===== src/rtl/id_ex_stage.sv =====
// ID/EX pipeline register with operand forwarding, load-use hazard detection
// and a saturating count of inserted bubbles.
module id_ex_stage #(
  parameter bit FWD_EN = 1'b1
) (
  input  logic        clk,
  input  logic        rst,
  input  logic        stall,
  input  logic        flush,
  input  logic        in_valid,
  input  logic [2:0]  in_op,
  input  logic [3:0]  in_rs1,
  input  logic [3:0]  in_rs2,
  input  logic [3:0]  in_rd,
  input  logic [15:0] in_rdata1,
  input  logic [15:0] in_rdata2,
  input  logic [15:0] in_imm,
  input  logic        in_use_imm,
  input  logic        in_wen,
  input  logic        in_is_load,
  input  logic [15:0] alu_result,
  input  logic        wb_wen,
  input  logic [3:0]  wb_rd,
  input  logic [15:0] wb_result,
  output logic        ex_valid,
  output logic [2:0]  ex_op,
  output logic [15:0] ex_a,
  output logic [15:0] ex_b,
  output logic [3:0]  ex_rd,
  output logic        ex_wen,
  output logic        ex_is_load,
  output logic        hazard_stall,
  output logic [15:0] bubble_cnt
);

  logic        r_valid;
  logic [2:0]  r_op;
  logic [15:0] r_a;
  logic [15:0] r_b;
  logic [3:0]  r_rd;
  logic        r_wen;
  logic        r_is_load;
  logic [15:0] r_bubble_cnt;

  logic [3:0]  w_rs    [2];
  logic [15:0] w_rdata [2];
  logic [15:0] w_fwd   [2];
  logic        w_load_use;
  logic        w_ex_fwd_ok;
  logic [15:0] w_cnt_inc;

  assign w_rs[0]    = in_rs1;
  assign w_rs[1]    = in_rs2;
  assign w_rdata[0] = in_rdata1;
  assign w_rdata[1] = in_rdata2;

  // A load's result isn't known in EX, so only non-load writers forward from EX.
  assign w_ex_fwd_ok = r_valid & r_wen & ~r_is_load;

  generate
    for (genvar gi = 0; gi < 2; gi++) begin : g_fwd
      always_comb begin
        w_fwd[gi] = w_rdata[gi];
        if (w_rs[gi] == 4'd0) begin
          w_fwd[gi] = 16'd0;
        end else if (FWD_EN) begin
          if (w_ex_fwd_ok && (r_rd == w_rs[gi])) begin
            w_fwd[gi] = alu_result;
          end else if (wb_wen && (wb_rd == w_rs[gi])) begin
            w_fwd[gi] = wb_result;
          end
        end
      end
    end
  endgenerate

  assign w_load_use = r_valid & r_is_load & r_wen & (r_rd != 4'd0) & in_valid &
                      ((in_rs1 == r_rd) | (~in_use_imm & (in_rs2 == r_rd)));

  assign w_cnt_inc = (r_bubble_cnt == 16'hFFFF) ? r_bubble_cnt : r_bubble_cnt + 16'd1;

  always_ff @(posedge clk) begin
    if (rst) begin
      r_valid      <= 1'b0;
      r_op         <= 3'd0;
      r_a          <= 16'd0;
      r_b          <= 16'd0;
      r_rd         <= 4'd0;
      r_wen        <= 1'b0;
      r_is_load    <= 1'b0;
      r_bubble_cnt <= 16'd0;
    end else if (flush || (!stall && w_load_use)) begin
      r_valid      <= 1'b0;
      r_op         <= 3'd0;
      r_a          <= 16'd0;
      r_b          <= 16'd0;
      r_rd         <= 4'd0;
      r_wen        <= 1'b0;
      r_is_load    <= 1'b0;
      r_bubble_cnt <= w_cnt_inc;
    end else if (stall) begin
      r_valid      <= r_valid;
    end else if (!in_valid) begin
      // Idle bubble: nothing was squashed, so the counter is left alone.
      r_valid      <= 1'b0;
      r_op         <= 3'd0;
      r_a          <= 16'd0;
      r_b          <= 16'd0;
      r_rd         <= 4'd0;
      r_wen        <= 1'b0;
      r_is_load    <= 1'b0;
    end else begin
      r_valid      <= 1'b1;
      r_op         <= in_op;
      r_a          <= w_fwd[0];
      r_b          <= in_use_imm ? in_imm : w_fwd[1];
      r_rd         <= in_rd;
      r_wen        <= in_wen;
      r_is_load    <= in_is_load;
    end
  end

  assign ex_valid     = r_valid;
  assign ex_op        = r_op;
  assign ex_a         = r_a;
  assign ex_b         = r_b;
  assign ex_rd        = r_rd;
  assign ex_wen       = r_wen;
  assign ex_is_load   = r_is_load;
  assign hazard_stall = w_load_use;
  assign bubble_cnt   = r_bubble_cnt;

endmodule


===== config.mk =====
export PLATFORM = sky130hd
export DESIGN_NAME = id_ex_stage
export DESIGN_NICKNAME = d
export VERILOG_FILES = /design/src/rtl/id_ex_stage.sv
export SDC_FILE = /design/constraint.sdc
export NUM_CORES = 1
export LEC_CHECK = 0
export BUFFER_PORTS_ARGS = -buffer_cell sky130_fd_sc_hd__buf_2
export CAP_MARGIN = 20
export CORE_MARGIN = 5
export CORE_UTILIZATION = 41
export CTS_BUF_LIST = sky130_fd_sc_hd__clkbuf_4 sky130_fd_sc_hd__clkbuf_8
export DETAILED_ROUTE_END_ITERATION = 12
export MAX_ROUTING_LAYER = met4
export PLACE_DENSITY = 0.73
export SLEW_MARGIN = 20
export SYNTH_ARGS = -nofsm -noshare
export SYNTH_HDL_FRONTEND = slang
export SYNTH_SLANG_ARGS = --single-unit

===== constraint.sdc =====
create_clock -name clk -period 4.6 [get_ports clk]
set_input_delay 0.46 -clock clk [delete_from_list [all_inputs] [get_ports clk]]
set_output_delay 0.46 -clock clk [all_outputs]
set_load 0.005 [all_outputs]

# Word-level counts from Yosys, hierarchy flattened
# Index checks and enable logic that the tools add are counted.
# W data, S select, Z words.
[word_totals]
input_bits = 108
word_cells = 54
register_bits = 58
[op_classes]
reduce_logical = 12
bitwise = 12
eq_ne = 7
add_sub_neg = 1
n_mux = 14
[op_table]
columns = ["cell", "count"]
rows = [
  ["$mux W16", 9],
  ["$eq A4 B4 Y1", 6],
  ["$add A16 B1 Y16 const B", 1],
  ["$eq A16 B16 Y1 const B", 1],
  ["$and A1 B1 Y1", 8],
  ["$logic_not A4 Y1", 2],
  ["$logic_and A1 B1 Y1", 5],
  ["$mux W4", 1],
  ["$reduce_bool A4 Y1", 1],
  ["$mux W1", 3],
  ["$mux W3", 1],
  ["$not A1 Y1", 3],
  ["$reduce_and A2 Y1", 1],
  ["$reduce_or A2 Y1", 1],
  ["$logic_not A1 Y1", 1],
  ["$logic_or A1 B1 Y1", 1],
  ["$or A1 B1 Y1", 1],
]

# Depth between registers and ports, before layout
# Gate-level depths: netlist of run 1.
[logic_depth]
word_depth = 8
mapped_depth = 9
ltp_nobuf = 7

# Worst setup path before layout of run 1
# OpenSTA, ideal clock, no wires.
[synth_path]
path_type = "input port to flip-flop"
start = "input port stall"
end = "register r_bubble_cnt[13], in the netlist bubble_cnt[13]"
path_slack_ns = 2.493
setup_time_ns = 0.070
arrival_time_ns = 2.037
stages = 7
cell_sequence = "clkbuf_1 > or4_1 > o22ai_2 > o21ai_2 > buf_6 > or4_1 > a21oi_1"
[synth_between]
elab_chain_cells = 4
[synth_rtl]
columns = ["element", "line_no", "text"]
rows = [
  ["from (decl)", "8", "input logic stall,"],
  ["$logic_not A1 Y1", "92", "end else if (flush || (!stall && w_load_use)) begin"],
  ["$logic_and A1 B1 Y1", "92", ""],
  ["$logic_or A1 B1 Y1", "92", ""],
  ["$reduce_and A2 Y1 (no line)", "--", ""],
  ["to (signal assigned)", "100", "r_bubble_cnt <= w_cnt_inc;"],
  ["to (decl)", "43", "logic [15:0] r_bubble_cnt;"],
]
# Every way passes these cells.
# A chain may end at the register's enable or synchronous reset.

# Worst setup path in the final report of run 1
[layout_path]
start = "input port stall"
end = "register r_bubble_cnt[10], in the netlist bubble_cnt[10]"
# Same word-level chain as after synthesis.

==> flow_summary_export.csv, run 1 <==
group,metric,value,unit
finish,fin_nets,670,
die,ios,167,
yosys,syn_avg_cell_area,7.860,um2
yosys,syn_area,0.003286,mm2
routing,drt_iter0_drc,152,
sta,final_hold_viol_count,0,
finish,final_common_cell,"buf_2",
yosys,synth-seq-area-share,35.34,%
clock_tree,cts_root_buf,"clkbuf_8",
place,dp_hpwl,8420,um
sta,setup_viol,0,
yosys,ys.flop_type,"dfxtp_1",
clock_tree,cts_setup_buffers,0,
finish,regArea,0.001161,mm2
global_route,grt_overflow,0,
global_route,grt_max_degree,62,
die,die_w,99.52,um
yosys,synthArstFlopShare,0,%
finish,post-route-util,55.82,%
yosys,synth_cell_types,34,
clock_tree,cts.clk_slew.worst_paths,0.07,ns
finish,drive_gt1_share,36.99,%
power_and_ir_drop,irDropWorstVdd,0.0001492,V
sta,tightest_slew,1.062,ns
routing,firstDrtPassIters,5,
sta,finClkSkew,0.01010,ns
place,io_buffers,166,
yosys,syn_inst,418,
yosys,yosysWarnings,0,
sta,period_share,54.72,%
clock_tree,ctsHoldBuffers,0,
sta,min_period,2.517,ns
clock_tree,cts_buffers,9,
global_route,grtUsageTotal,23.31,%
clock_tree,cts_tree,"built",
power_and_ir_drop,power,1.195,mW
sta,grt_setup_unrepaired,"no",
worst_setup_path,critPathCaptureType,"register",
die,dieArea,0.009904,mm2
place,place_congestion,0.8310,
global_route,grt_pass1_wl,18050,um
finish,multiInputGateArea,0.001967,mm2
worst_setup_path,worst-endpoint-arrival,2.74,ns
yosys,syn-num-nets,527,
worst_setup_path,path_max_fanout,61,
clock_tree,cts_resized,0,
finish,area_growth,31.95,%
clock_tree,clock_path_buffers,2,
yosys,synth_edf_count,0,
routing,vias,3791,
clock_tree,cts_sinks,58,
sta,slew_headroom,29.23,%
routing,ant_nets,0,
routing,finalWirelength,11270,um
sta,fin_setup_tns,0,ns
flow_run,cap_violations,0,
routing,detail_route.vias_per_cell,5.684,
power_and_ir_drop,leakage,1.930,nW
clock_tree,cts_max_level,3,
global_route,antenna_found_initial,0,
global_route,grt_pass1_vias,3731,
finish,fill_cells,789,
die,rows,32,
sta,fmax,397.3,MHz
finish,n_antenna_cell,0,
min_path,hp-class,"primary input to register",
routing,wl_per_cell,16.89,um
die,core,0.007767,mm2
finish,layout_common_cells,"166 x buf_2, 58 x dfxtp_1, 53 x nand2_1",
clock_tree,clk_latency,0.34,ns
worst_setup_path,path_class,"primary input to register",
status,status,"finished clean",
worst_setup_path,worst_ep_required_time,4.83,ns
worst_setup_path,startpoint_type,"primary input",
routing,drcViolationCount,0,
die,die_h,99.52,um
sta,finalMaxSlewViolations,0,
die,start_util,42.30,%
yosys,ys_ff_latch,58,
power_and_ir_drop,power_density,275.7,mW/mm2
## final timing paths
path                            startpoint              to  slack [ns]  cells past startpoint
worst max-delay path                 stall  bubble_cnt[10]        2.08                      6
worst min-delay path              in_op[1]        ex_op[1]        0.35                      3
worst max register to register    ex_rd[3]  bubble_cnt[10]        2.24                      6
worst min register to register     ex_a[6]         ex_a[6]        0.47                      2
## metal layers
metal	global-route usage (%)	share of wire [%]	wire length (um)	up-vias
li1	-	-	-	1824
met1	27.97	40	4550	1781
met2	37.55	50	5634	166
met3	6.592	8.0	903	20
met4	7.983	1.6	180	0
met5	-	0	0	-
## sequential cells by signal, summed over array words and instances (netlist names)
name,flops
bubble_cnt,16
ex_a,16
ex_b,16
ex_rd,4
ex_op,3
ex_is_load,1
ex_valid,1
ex_wen,1
## Yosys cell counts, drive strengths merged, types with 4 or more instances
cell	instances	area share [%]
a22oi	25	5.7
or2	4	0.76
o31ai	6	1.4
a21oi	46	7.0
dfxtp	58	35
a21o	16	3.7
a31o	16	4.3
xnor2	13	3.5
nand2	53	6.1
mux2i	17	5.2
o21ai	40	6.2
xor2	4	1.1
buf	7	1.2
or3	9	1.7
or4	7	1.6
nor2	19	2.2
a211oi	16	3.7
nand3	10	1.5
nand4	6	1.1
clkbuf	30	3.4
## where the power goes
group	internal [mW]	leakage, nW	switching, mW
Combinational	0.0840	1.35	0.0948
Clock	0.297	0.109	0.200
Sequential	0.512	0.469	0.00855
Total	0.892	1.93	0.303
## kinds of logic (layout without fill, tap and decap cells)
| group | after synthesis | count (layout) | synth area share (%) |
|---|---|---|---|
| mux | 18 | 18 | 5.522 |
| simple gates | 116 | 116 | 16.45 |
| buf+inv | 40 | 187 | 4.951 |
| fa+ha+maj | 1 | 1 | 0.3807 |
| flops | 58 | 58 | 35.34 |
| compound gates | 168 | 168 | 32.83 |
| xor+xnor | 17 | 17 | 4.532 |
## worst max-delay path, stage by stage
cell	delay [ns]
buf_2	0.77
or4_1	0.26
o22ai_2	0.09
o21ai_2	0.73
nor4_1	0.11
mux2_2	0.30
## area by class of cell
type	count	area share (%)
flip-flops and latches	58	26.78
inverters	3	0.2597
multi-input cells	320	45.37
clock buffers	13	3.983
well taps	102	2.944
clock inverters	2	0.8081
repair buffers	169	19.86
## stage by stage
step | area, um2 | hold WS (ns) | setup slack (ns) | cells
2_1_floorplan | 3286 | 0.4618 | 2.493 | 418
3_3_place_gp | 4110 | 0.4615 | 1.846 | 651
3_5_place_dp | 4128 | 0.4615 | 1.736 | 652
4_1_cts | 4335 | 0.3377 | 2.099 | 667
5_1_grt | 4335 | 0.3473 | 1.890 | 667
6_report | 4335 | 0.3462 | 2.083 | 667
(Power assumes the default switching activity.)
==> run 2: changes to the inputs <==
--- a/config.mk
+++ b/config.mk
@@ -12,7 +12,7 @@
 export CTS_BUF_LIST = sky130_fd_sc_hd__clkbuf_4 sky130_fd_sc_hd__clkbuf_8
 export DETAILED_ROUTE_END_ITERATION = 12
 export MAX_ROUTING_LAYER = met4
-export PLACE_DENSITY = 0.73
+export PLACE_DENSITY = 0.76
 export SLEW_MARGIN = 20
 export SYNTH_ARGS = -nofsm -noshare
 export SYNTH_HDL_FRONTEND = slang
==> constraint.sdc (replaced) <==
create_clock -name clk -period 2 [get_ports clk]
set_input_delay 0.2 -clock clk [delete_from_list [all_inputs] [get_ports clk]]
set_output_delay 0.2 -clock clk [all_outputs]
set_load 0.005 [all_outputs]
==> flow_summary_export.csv, run 2 (synthesis gave the netlist of run 1 again) <==
group,metric,value,unit
sta,tightest_slew,0.6237,ns
global_route,grt_pass1_vias,3916,
global_route,grtUsageTotal,23.27,%
worst_setup_path,startpoint,"ex_is_load",
finish,layout_common_cells,"166 x buf_2, 56 x dfxtp_1, 53 x nand2_1",
sta,final_hold_viol_count,0,
place,dp_hpwl,8338,um
clock_tree,clk_latency,0.33,ns
routing,drt_iter0_drc,132,
routing,firstDrtPassIters,4,
place,pre_cts_ws,-0.001572,ns
finish,fin_nets,687,
routing,ant_nets,0,
clock_tree,cts_max_level,3,
clock_tree,cts_tree,"built",
worst_setup_path,cp_top_family,"simple AND/OR/NAND/NOR gates",
power_and_ir_drop,irDropWorstVdd,0.0002948,V
clock_tree,cts_buffers,9,
power_and_ir_drop,leakage,2.019,nW
worst_setup_path,worst_ep_required_time,2.26,ns
finish,area_growth,36.41,%
status,status,"finished clean",
routing,detail_route.vias_per_cell,5.602,
sta,finalMaxSlewViolations,0,
worst_setup_path,worst_path_largest_cell_delay,0.50,ns
sta,period_share,99.86,%
finish,fill_cells,755,
die,start_util,42.30,%
clock_tree,cts_root_buf,"clkbuf_8",
die,die_w,99.52,um
die,dieArea,0.009904,mm2
die,rows,32,
sta,setup_viol,0,
power_and_ir_drop,power,2.607,mW
global_route,grt_max_degree,60,
die,die_h,99.52,um
worst_setup_path,path_class,"register to register",
routing,vias,3832,
worst_setup_path,path_buf_inv,1,
die,core,0.007767,mm2
min_path,hp-class,"primary input to register",
clock_tree,clock_path_buffers,2,
routing,drcViolationCount,0,
worst_setup_path,path_cells,"nand4_1 > or4_4 > o22ai_2 > o21ai_2 > buf_12 > or4_1 > a21oi_2",
place,io_buffers,166,
worst_setup_path,worst-endpoint-arrival,2.26,ns
finish,n_antenna_cell,0,
finish,drive_gt1_share,39.86,%
worst_setup_path,critPathCaptureType,"register",
global_route,grt_pass1_wl,18290,um
flow_run,cap_violations,0,
routing,finalWirelength,11290,um
routing,wl_per_cell,16.50,um
sta,fmax,500.7,MHz
sta,min_period,1.997,ns
finish,final_common_cell,"buf_2",
worst_setup_path,path_max_fanout,29,
global_route,grt_overflow,0,
worst_setup_path,rr_startpoint,"ex_is_load",
sta,grt_setup_unrepaired,"yes",
min_path,hold_start,"in_op[1]",
die,ios,167,
power_and_ir_drop,power_density,581.6,mW/mm2
clock_tree,cts_sinks,58,
sta,finClkSkew,0.006660,ns
sta,slew_headroom,58.42,%
global_route,antenna_found_initial,0,
worst_setup_path,startpoint_type,"register",
worst_setup_path,cp_slowest_cell,"or4_1",
finish,post-route-util,57.70,%
clock_tree,cts.clk_slew.worst_paths,0.06,ns
sta,worst_slack,0.002813,ns
place,place_congestion,0.8567,
-- run 2: changes by cell type in the layout (fill, tap and decap cells not counted), sizes merged --
| cell | change |
|---|---|
| bufinv | -1 |
| buf | +17 |
| clkinvlp | +1 |
-- run 2: what timing repair did --
action | in CTS | in global routing
hold buffers | 0 | 0
setup endpoints to repair | 4 | 38
pin swaps | 3 | 1
resized for setup | 3 | 5
setup buffers | 1 | 0
-- run 2: power by group --
part           switching [mW]  internal [mW]  total (mW)  leakage, nW
registers              0.0130           1.18        1.19        0.470
logic                   0.231          0.215       0.445         1.46
clock network           0.435          0.536       0.972       0.0923
total                   0.679           1.93        2.61         2.02
-- run 2: path summary, 6_finish.rpt --
kind	depth (start not counted)	end	slack (ns)
setup reg to reg	7	bubble_cnt[9]	0.003
hold / removal	3	ex_op[1]	0.11
hold reg to reg	2	ex_a[15]	0.47
setup / recovery	7	bubble_cnt[9]	0.003
-- run 2: layer usage --
metal / track usage [%] / vias to the layer above / part of all wire, %
met3: 4.278 / 18 / 7.3
met4: 9.034 / 0 / 1.8
met1: 27.24 / 1803 / 40
li1: - / 1857 / -
met2: 39.46 / 154 / 51
met5: - / - / 0
-- run 2: tightest hold or removal path, cell delays in order --
cell and delay, ns:
buf_2 0.08, a22oi_1 0.05, nor2_1 0.07
-- run 2: area by class of cell --
class,count,area (um2),area share [%]
flip-flops and latches,58,1164,25.96
multi-input cells,320,1994,44.50
clock buffers,13,166.4,3.713
inverters,3,11.26,0.2513
well taps,102,127.6,2.848
repair buffers,186,1006,22.45
clock inverters,2,12.51,0.2792
-- run 2: per-stage QoR --
step | cells | hold WS [ns] | TNS, ns | cell area [um2]
2_1_floorplan | 418 | 0.3441 | 0 | 3286
3_3_place_gp | 668 | 0.4366 | 0 | 4263
3_5_place_dp | 668 | 0.4402 | -0.001572 | 4263
4_1_cts | 684 | 0.09382 | 0 | 4459
5_1_grt | 684 | 0.1169 | -0.9860 | 4482
6_report | 684 | 0.1137 | 0 | 4482
==> run 3: changes to the inputs <==
--- a/config.mk
+++ b/config.mk
@@ -10,9 +10,10 @@
 export CORE_MARGIN = 5
 export CORE_UTILIZATION = 41
 export CTS_BUF_LIST = sky130_fd_sc_hd__clkbuf_4 sky130_fd_sc_hd__clkbuf_8
+export CTS_CLUSTER_DIAMETER = 40
 export DETAILED_ROUTE_END_ITERATION = 12
 export MAX_ROUTING_LAYER = met4
-export PLACE_DENSITY = 0.76
+export PLACE_DENSITY = 0.73
 export SLEW_MARGIN = 20
 export SYNTH_ARGS = -nofsm -noshare
 export SYNTH_HDL_FRONTEND = slang
==> constraint.sdc (replaced) <==
create_clock -name clk -period 2.4 [get_ports clk]
set_input_delay 0.24 -clock clk [delete_from_list [all_inputs] [get_ports clk]]
set_output_delay 0.24 -clock clk [all_outputs]
set_load 0.005 [all_outputs]
==> flow_summary_export.csv, run 3 (synthesis gave the netlist of run 1 again) <==
group,metric,value,unit
worst_setup_path,cp_slowest_cell,"or4_1",
worst_setup_path,reg2reg_slack,0.25,ns
clock_tree,cts_buffers,9,
min_path,hold_depth,3,
routing,firstDrtPassIters,5,
routing,finalWirelength,11230,um
worst_setup_path,rr_endpoint,"bubble_cnt[5]",
finish,area_growth,33.74,%
clock_tree,cts_sinks,58,
routing,vias,3767,
global_route,grt_max_degree,60,
sta,setup_viol,0,
routing,ant_nets,0,
global_route,grtUsageTotal,22.81,%
clock_tree,cts_max_level,3,
worst_setup_path,rr_startpoint,"ex_rd[3]",
routing,wl_met2,5510,um
sta,final_hold_viol_count,0,
global_route,grt_pass1_wl,17840,um
status,status,"finished clean",
die,core,0.007767,mm2
die,die_w,99.52,um
worst_setup_path,critPathCaptureType,"register",
global_route,antenna_found_initial,1,
routing,wl_per_cell,16.61,um
global_route,grt_pass1_vias,3796,
finish,final_common_cell,"buf_2",
worst_setup_path,worst_path_largest_cell_delay,0.51,ns
worst_setup_path,path_buf_inv,0,
clock_tree,clock_path_buffers,2,
power_and_ir_drop,leakage,1.964,nW
clock_tree,cts_root_buf,"clkbuf_8",
worst_setup_path,path_max_fanout,25,
die,die_h,99.52,um
place,io_buffers,166,
flow_run,cap_violations,0,
die,rows,32,
worst_setup_path,worst_ep_required_time,2.66,ns
sta,tightest_slew,0.6203,ns
routing,drcViolationCount,0,
die,ios,167,
sta,slew_headroom,58.64,%
sta,fin_setup_tns,0,ns
min_path,hold_start,"in_op[0]",
min_path,hp-class,"primary input to register",
clock_tree,clk_latency,0.34,ns
sta,finalMaxSlewViolations,0,
die,start_util,42.30,%
sta,finClkSkew,0.01085,ns
routing,routedLengthMet1,4647,um
routing,detail_route.vias_per_cell,5.572,
clock_tree,cts.clk_slew.worst_paths,0.07,ns
clock_tree,ctsHoldBuffers,0,
sta,fmax,464.6,MHz
die,dieArea,0.009904,mm2
routing,wl_met3,878,um
worst_setup_path,path_cells,"nor4_1 > or4_1 > o22ai_2 > o21ai_4 > or4_1 > a21oi_1",
place,place_congestion,0.8589,
worst_setup_path,reg2reg_depth,6,
sta,period_share,89.69,%
sta,hold-worst-slack,0.1352,ns
routing,drt_iter0_drc,154,
clock_tree,cts_tree,"built",
finish,drive_gt1_share,37.70,%
worst_setup_path,path_class,"register to register",
routing,dr.max_layer_used,"met4",
worst_setup_path,cp_top_family,"simple AND/OR/NAND/NOR gates",
min_path,hold_end,"ex_op[0]",
finish,fin_nets,678,
place,dp_hpwl,8446,um
sta,grt_setup_unrepaired,"no",
global_route,grt_overflow,0,
sta,min_period,2.153,ns
worst_setup_path,startpoint_type,"register",
worst_setup_path,worst-endpoint-arrival,2.41,ns
power_and_ir_drop,irDropWorstVdd,0.0003114,V
power_and_ir_drop,power_density,527.5,mW/mm2
finish,layout_common_cells,"166 x buf_2, 58 x dfxtp_1, 53 x nand2_1",
worst_setup_path,cp_common_cell,"or4_1",
==> run 3: layout make-up <==
type	count	area (um2)
diodes	1	2.502
clock buffers	9	123.9
clock inverters	6	82.58
fillers	774	3373
inverters	3	11.26
multi-input cells	320	1972
flip-flops and latches	58	1161
well taps	102	127.6
repair buffers	177	913.4
==> run 3: through the flow <==
stage          power [mW]  setup WS (ns)  area (um2)  utilization [%]  cells
6_report            2.318         0.2474        4394            56.57    676
5_1_grt             2.412        0.07418        4394            56.57    676
4_1_cts             2.328         0.1566        4384            56.44    675
3_5_place_dp        1.366         0.1596        4178            53.79    660
3_3_place_gp        1.357         0.1675        4178            53.79    660
2_1_floorplan       1.197         0.4329        3286                -    418
==> run 3: worst reg2reg max path: cells and delay by family (launching register included) <==
family	cells	cell delay (ns)
and+or+nand+nor	3	1.12
AOI/OAI and AO/OA	3	0.53
DFF	1	0.43
==> run 3: layer usage <==
layer | GRT usage [%] | vias to the layer above
met5 | - | -
met4 | 8.193 | 0
met3 | 5.891 | 17
met2 | 37.40 | 140
met1 | 27.01 | 1769
li1 | - | 1841
==> run 3: how the worst max path moves through the flow <==
stage                  start        endpoint  slack, ns  cells past startpoint
CTS                 ex_rd[3]   bubble_cnt[1]       0.16                      7
detailed placement  ex_rd[3]   bubble_cnt[1]       0.16                      7
finish              ex_rd[3]   bubble_cnt[5]       0.25                      6
floorplan           ex_rd[3]  bubble_cnt[13]       0.43                      7
global placement    ex_rd[3]   bubble_cnt[1]       0.17                      7
global route        ex_rd[3]   bubble_cnt[5]       0.07                      6
==> run 3: where the power goes <==
part | internal, mW | total (mW) | switching [mW] | leakage (nW)
registers | 0.980 | 0.996 | 0.0159 | 0.469
logic | 0.168 | 0.349 | 0.181 | 1.39
clock network | 0.573 | 0.973 | 0.400 | 0.105
==> run 3: what timing repair did <==
action                     in CTS  in global routing
setup endpoints to repair       0                  7
resized for setup               0                  1
setup buffers                   0                  0
